## src/rtl/bp_common_cfg_link_pkg.sv

```systemverilog
// Shared definitions for the boot-time config link: register map, sequencer
// states and the write payload carried on the link.
package bp_common_cfg_link_pkg;

  localparam int unsigned cfg_core_id_width_gp = 6;
  localparam int unsigned cfg_addr_width_gp    = 16;
  localparam int unsigned cfg_data_width_gp    = 32;
  localparam int unsigned cfg_num_regs_gp      = 6;

  // Per-tile config register addresses, in the order they are written
  typedef enum logic [2:0] {
    e_cfg_freeze        = 3'd1,
    e_cfg_core_id       = 3'd2,
    e_cfg_icache_lce_id = 3'd3,
    e_cfg_dcache_lce_id = 3'd4,
    e_cfg_cce_id        = 3'd5,
    e_cfg_cce_mode      = 3'd6
  } bp_cfg_reg_e;

  typedef enum logic [1:0] {
    e_seq_idle,
    e_seq_config,
    e_seq_unfreeze,
    e_seq_done
  } bp_cfg_seq_state_e;

  typedef struct packed {
    logic [cfg_core_id_width_gp-1:0] core_id;
    logic [cfg_addr_width_gp-1:0]    addr;
    logic [cfg_data_width_gp-1:0]    data;
  } bp_cfg_link_s;

endpackage

```

## src/rtl/bsg_counter_clear_up.sv

```systemverilog
// Clear/up counter with asynchronous reset; clear has priority over up.
// Ports: clk, rst (async, active-high), clear, up, count (registered value).
module bsg_counter_clear_up #(
  parameter int unsigned width_p = 4
) (
  input  logic               clk,
  input  logic               rst,
  input  logic               clear,
  input  logic               up,
  output logic [width_p-1:0] count
);

  always_ff @(posedge clk or posedge rst) begin
    if (rst) begin
      count <= '0;
    end else if (clear) begin
      count <= '0;
    end else if (up) begin
      count <= count + width_p'(1);
    end
  end

endmodule

```

## src/rtl/bp_cfg_sequencer.sv

```systemverilog
// Boot-time config sequencer: after start, writes freeze/ID/CCE-mode registers
// to every core tile over a valid/ready link, then clears freeze on every tile.
// Ports: clk_i, reset_i (async, active-high), start_i, cce_mode_i, cfg_ready_i;
//        cfg_v_o, cfg_core_id_o, cfg_addr_o, cfg_data_o, busy_o, done_o (all registered).
module bp_cfg_sequencer
  import bp_common_cfg_link_pkg::*;
#(
  parameter int unsigned num_core_p       = 4,
  parameter int unsigned core_id_width_p  = 6,
  parameter int unsigned cfg_addr_width_p = 16,
  parameter int unsigned cfg_data_width_p = 32
) (
  input  logic                        clk_i,
  input  logic                        reset_i,
  input  logic                        start_i,
  input  logic                        cce_mode_i,
  output logic                        cfg_v_o,
  input  logic                        cfg_ready_i,
  output logic [core_id_width_p-1:0]  cfg_core_id_o,
  output logic [cfg_addr_width_p-1:0] cfg_addr_o,
  output logic [cfg_data_width_p-1:0] cfg_data_o,
  output logic                        busy_o,
  output logic                        done_o
);

  localparam int unsigned core_cnt_width = $clog2(num_core_p + 1);
  localparam logic [core_cnt_width-1:0] last_core = core_cnt_width'(num_core_p - 1);
  localparam logic [2:0] last_reg = 3'(cfg_num_regs_gp - 1);

  bp_cfg_seq_state_e state, state_next;
  logic [core_cnt_width-1:0] c, c_next;
  logic [2:0] r, r_next, reg_sel;
  logic c_clear, c_up, r_clear, r_up;
  logic mode, mode_next;
  logic xfer;
  bp_cfg_link_s link_next;

  assign xfer = cfg_v_o & cfg_ready_i;

  bsg_counter_clear_up #(.width_p(core_cnt_width)) core_cnt (
    .clk(clk_i), .rst(reset_i), .clear(c_clear), .up(c_up), .count(c)
  );

  bsg_counter_clear_up #(.width_p(3)) reg_cnt (
    .clk(clk_i), .rst(reset_i), .clear(r_clear), .up(r_up), .count(r)
  );

  // Next-state and counter control
  always_comb begin
    state_next = state;
    mode_next  = mode;
    c_clear    = 1'b0;
    c_up       = 1'b0;
    r_clear    = 1'b0;
    r_up       = 1'b0;
    case (state)
      e_seq_idle, e_seq_done: begin
        if (start_i) begin
          state_next = e_seq_config;
          mode_next  = cce_mode_i;
          c_clear    = 1'b1;
          r_clear    = 1'b1;
        end
      end
      e_seq_config: begin
        if (xfer) begin
          if (r == last_reg) begin
            r_clear = 1'b1;
            if (c == last_core) begin
              c_clear    = 1'b1;
              state_next = e_seq_unfreeze;
            end else begin
              c_up = 1'b1;
            end
          end else begin
            r_up = 1'b1;
          end
        end
      end
      e_seq_unfreeze: begin
        if (xfer) begin
          if (c == last_core) begin
            c_clear    = 1'b1;
            state_next = e_seq_done;
          end else begin
            c_up = 1'b1;
          end
        end
      end
      default: state_next = e_seq_idle;
    endcase
  end

  // Counter values after this edge, so the link payload can be registered
  assign c_next  = c_clear ? '0 : (c_up ? c + core_cnt_width'(1) : c);
  assign r_next  = r_clear ? '0 : (r_up ? r + 3'd1 : r);
  assign reg_sel = r_next + 3'd1;

  // Payload for the write presented in the next cycle
  always_comb begin
    link_next = '0;
    case (state_next)
      e_seq_config: begin
        link_next.core_id = cfg_core_id_width_gp'(c_next);
        link_next.addr    = cfg_addr_width_gp'(reg_sel);
        case (reg_sel)
          e_cfg_freeze:        link_next.data = cfg_data_width_gp'(1);
          e_cfg_core_id:       link_next.data = cfg_data_width_gp'(c_next);
          e_cfg_icache_lce_id: link_next.data = cfg_data_width_gp'({c_next, 1'b0});
          e_cfg_dcache_lce_id: link_next.data = cfg_data_width_gp'({c_next, 1'b1});
          e_cfg_cce_id:        link_next.data = cfg_data_width_gp'(c_next);
          e_cfg_cce_mode:      link_next.data = cfg_data_width_gp'(mode_next);
          default:             link_next.data = '0;
        endcase
      end
      e_seq_unfreeze: begin
        link_next.core_id = cfg_core_id_width_gp'(c_next);
        link_next.addr    = cfg_addr_width_gp'(e_cfg_freeze);
        link_next.data    = '0;
      end
      default: link_next = '0;
    endcase
  end

  // State, latched mode and registered outputs
  always_ff @(posedge clk_i or posedge reset_i) begin
    if (reset_i) begin
      state         <= e_seq_idle;
      mode          <= 1'b0;
      cfg_v_o       <= 1'b0;
      busy_o        <= 1'b0;
      done_o        <= 1'b0;
      cfg_core_id_o <= '0;
      cfg_addr_o    <= '0;
      cfg_data_o    <= '0;
    end else begin
      state         <= state_next;
      mode          <= mode_next;
      cfg_v_o       <= (state_next == e_seq_config) || (state_next == e_seq_unfreeze);
      busy_o        <= (state_next == e_seq_config) || (state_next == e_seq_unfreeze);
      done_o        <= (state_next == e_seq_done);
      cfg_core_id_o <= core_id_width_p'(link_next.core_id);
      cfg_addr_o    <= cfg_addr_width_p'(link_next.addr);
      cfg_data_o    <= cfg_data_width_p'(link_next.data);
    end
  end

endmodule

```

## config.mk

```make
export PLATFORM = sky130hd
export DESIGN_NAME = bp_cfg_sequencer
export DESIGN_NICKNAME = d
export VERILOG_FILES = /design/src/rtl/bp_common_cfg_link_pkg.sv /design/src/rtl/bsg_counter_clear_up.sv /design/src/rtl/bp_cfg_sequencer.sv
export SDC_FILE = /design/constraint.sdc
export NUM_CORES = 1
export LEC_CHECK = 0
export ABC_AREA = 1
export CELL_PAD_IN_SITES_DETAIL_PLACEMENT = 2
export CELL_PAD_IN_SITES_GLOBAL_PLACEMENT = 2
export CORE_AREA = 2 2 61 120
export DETAILED_ROUTE_END_ITERATION = 12
export DIE_AREA = 0 0 63 122
export MAX_ROUTING_LAYER = met4
export PLACE_DENSITY_LB_ADDON = 0.1
export REMOVE_ABC_BUFFERS = 1
export SYNTH_ARGS = -nofsm -noshare
export SYNTH_HDL_FRONTEND = slang
export SYNTH_SLANG_ARGS = --single-unit
```

## constraint.sdc

```tcl
create_clock -name clk_i -period 3 [get_ports clk_i]
set_input_delay 0.9 -clock clk_i [delete_from_list [all_inputs] [get_ports clk_i]]
set_output_delay 0.9 -clock clk_i [all_outputs]
set_load 0.1 [all_outputs]
```

==> metrics.txt <==
run status complete, no violations; number of synthesis warnings 0; starting density of the core 0.232; global-route wire length before repair 6050 microns; largest cells by area after synthesis dfrtp_1 (33%), buf_4 (21%), ha_1 (11%), inv_1 (6.6%), nand2_1 (4.7%); post-synthesis sequential area ratio 0.332; number of iterations in the first detailed-routing pass 3; Total Negative Setup Slacks 0 ns; clock sink count 21; RSZ-0062 raised after global routing false; number of storage elements in the synthesis netlist 21; part of the cycle the worst path needs 0.897; CTS tree done; Bufs on Longest Clock Path 2; Syn Std Cell Area 0.00158 sq mm; die area roughly 0.0077 sq mm; chip width approximately 63 microns; Final Hold Vio Count 0; cell taking the most area after synthesis dfrtp_1; area after detailed placement approximately 0.0019 sq mm; top achievable clock speed about 370 MHz; final estimated routing congestion in global placement 0.724; WP data arrival 2.83 ns; post-route design area a little under 0.002 sq mm; count of antenna diodes in the layout 0; average cell area after synthesis around 8.5 sq um; worst hold slack across all endpoints about 0.5 ns; power density relative to cell area 939 mW/mm^2; quantity of I/O buffers inserted on ports 17; Worst Setup Start Kind input pin; Crit Path Max Fanout 3; via count of the first global-routing pass 1,304; post-layout minimum cycle time roughly 2.7 ns; number of antenna violations at the first check in global routing 0; later-pin clock latency in the skew report between 0.2 and 0.3 ns; post-route core utilization 0.289; number of maximum-capacitance constraint violations 0; number of distinct library cells after synthesis 26; final wirelength roughly 3700 microns; DP Wirelength between 3000 and 4000 microns; total count of max-transition violations in the final report 0; fraction of layout cells with a size suffix above 1 0.306; Fin Clk Skew around 0.002 ns; category of the worst setup path capture point register; row cnt between 40 and 50; final global-route overflow total 0; Overall Power 1850 uW; Static Leakage between 0.001 and 0.0015 uW; type of the most critical hold path reg -> reg; height of the die between 100 and 150 microns; clock slew at reported path FFs around 0.060 ns; Detail Route Antenna Nets 0; proportion of netlist area held by the largest area contributor 0.332; Syn-to-layout area delta 24.6%; largest net degree at the start of global routing 22; total global-route track usage 0.103; number of endpoints failing setup at the final stage 0; count of mapped cells out of synthesis approximately 190; Vias around 1.2k; DR WL/cell roughly 12 microns; placeable core area 0.00683 sq mm; IR drop worst, VDD just under 0.0005 V; CTS root buf clkbuf_16; Crit Path Category in -> reg; I/O pins 62; CTS H-tree lvls 1; number of vias per cell about 3.7; initial drt markers 16; hold-fix buffers at CTS 0; CP required ~3.1 ns; net count reported at finish 252; residual DRC count 0; number of buffers added by the clock tree synthesis step 3
critical path: stages:
cell             delay [ns]
clkdlybuf4s50_1        0.50
nand2_2                0.08
o21ai_2                0.07
nand2_2                0.12
nand2_4                0.09
inv_1                  0.05
ha_2                   0.20
ha_4                   0.28
inv_1                  0.06
or2_2                  0.30
nand3_1                0.11
a21oi_2                0.06
where the power goes:
group          switching (uW)  total (uW)  leakage (uW)  internal [uW]
registers                37.6         372      0.000283            334
clock network             100         281     0.0000382            181
logic                     860        1200      0.000800            338
total                     997        1850       0.00112            853
cells in the mapped netlist:
cell,n
buf_4,45
inv_1,28
dfrtp_1,21
nand2_1,20
ha_1,14
nand3_1,7
nand2_2,6
o21ai_0,6
nor2_1,5
nor3_1,5
nand2_4,4
a21oi_1,3
nand4_1,3
nor2_2,3
o21ai_1,3
inv_2,2
nand3_2,2
a31oi_1,1
conb_1,1
nand3_4,1
nand3b_1,1
nor2_4,1
o211ai_1,1
o21ai_2,1
or2_2,1
xor2_1,1
final timing paths:
kind                           from       endpoint  slack [ns]  depth (start not counted)
setup / recovery            start_i  cfg_data_o[1]        0.31                         12
hold / removal                 mode           mode        0.50                          2
setup reg to reg           state[0]  cfg_data_o[1]        0.53                         13
hold reg to reg                mode           mode        0.50                          2
max in group asynchronous   reset_i  cfg_addr_o[1]        1.79                          3
min in group asynchronous   reset_i  cfg_data_o[1]        0.99                          3
state kept, by name (all words and copies together) (netlist names):
signal	cells
state	2
cfg_core_id_o	3
busy_o	1
mode	1
cfg_addr_o	3
reg_cnt.count	3
cfg_data_o	4
core_cnt.count	3
done_o	1
cell type report:
cell class	count	area [sq um]
Fill cell	810	4860
Multi-Input combinational cell	133	800
Sequential cell	21	526
Timing Repair Buffer	44	343
Inverter	30	113
Tap cell	90	113
Clock buffer	4	78.8
cells in the final DEF (no fill, tap or decap), types with 3 or more instances in the layout:
| master | count |
|---|---|
| buf_4 | 40 |
| clkdlybuf4s50_1 | 3 |
| nand2_2 | 9 |
| nand2_4 | 4 |
| o21ai_0 | 5 |
| nand3_1 | 7 |
| ha_1 | 12 |
| o21ai_1 | 4 |
| clkbuf_16 | 3 |
| inv_1 | 28 |
| dfrtp_1 | 21 |
| nor2_1 | 5 |
| nand2_1 | 17 |
| nand4_1 | 3 |
| nor3_1 | 4 |
| nor2_2 | 3 |
| conb_1 | 44 |
stage by stage:
step,instances,setup slack (ns)
after floorplan,184,-0.502
after global placement,317,-0.145
after detailed placement,317,-0.208
after global routing,322,0.116
after CTS,321,0.0552
final,322,0.310
kinds of logic after synthesis:
logic type | after synthesis | synth area share
other | 1 | 0.00237
AO/OA/AOI/OAI | 15 | 0.0522
XOR/XNOR | 1 | 0.00553
buffers and inverters | 75 | 0.285
adder cells (fa/ha/maj) | 14 | 0.111
AND/OR/NAND/NOR | 59 | 0.213
flip-flops | 21 | 0.332
repair_timing:
action / CTS / global route
resized for setup: 0 / 9
buffers inserted: 0 / 1
setup endpoints to repair: 0 / 9
routing by layer:
layer  vias to the layer above  global-route usage  part of all wire
li1                        577                   -                 -
met1                       585               0.101              0.35
met2                        17               0.205              0.62
met3                         5              0.0139             0.023
met4                         0              0.0292             0.011
met5                         -                   -                 0
Power figures use the tool's default switching activity.
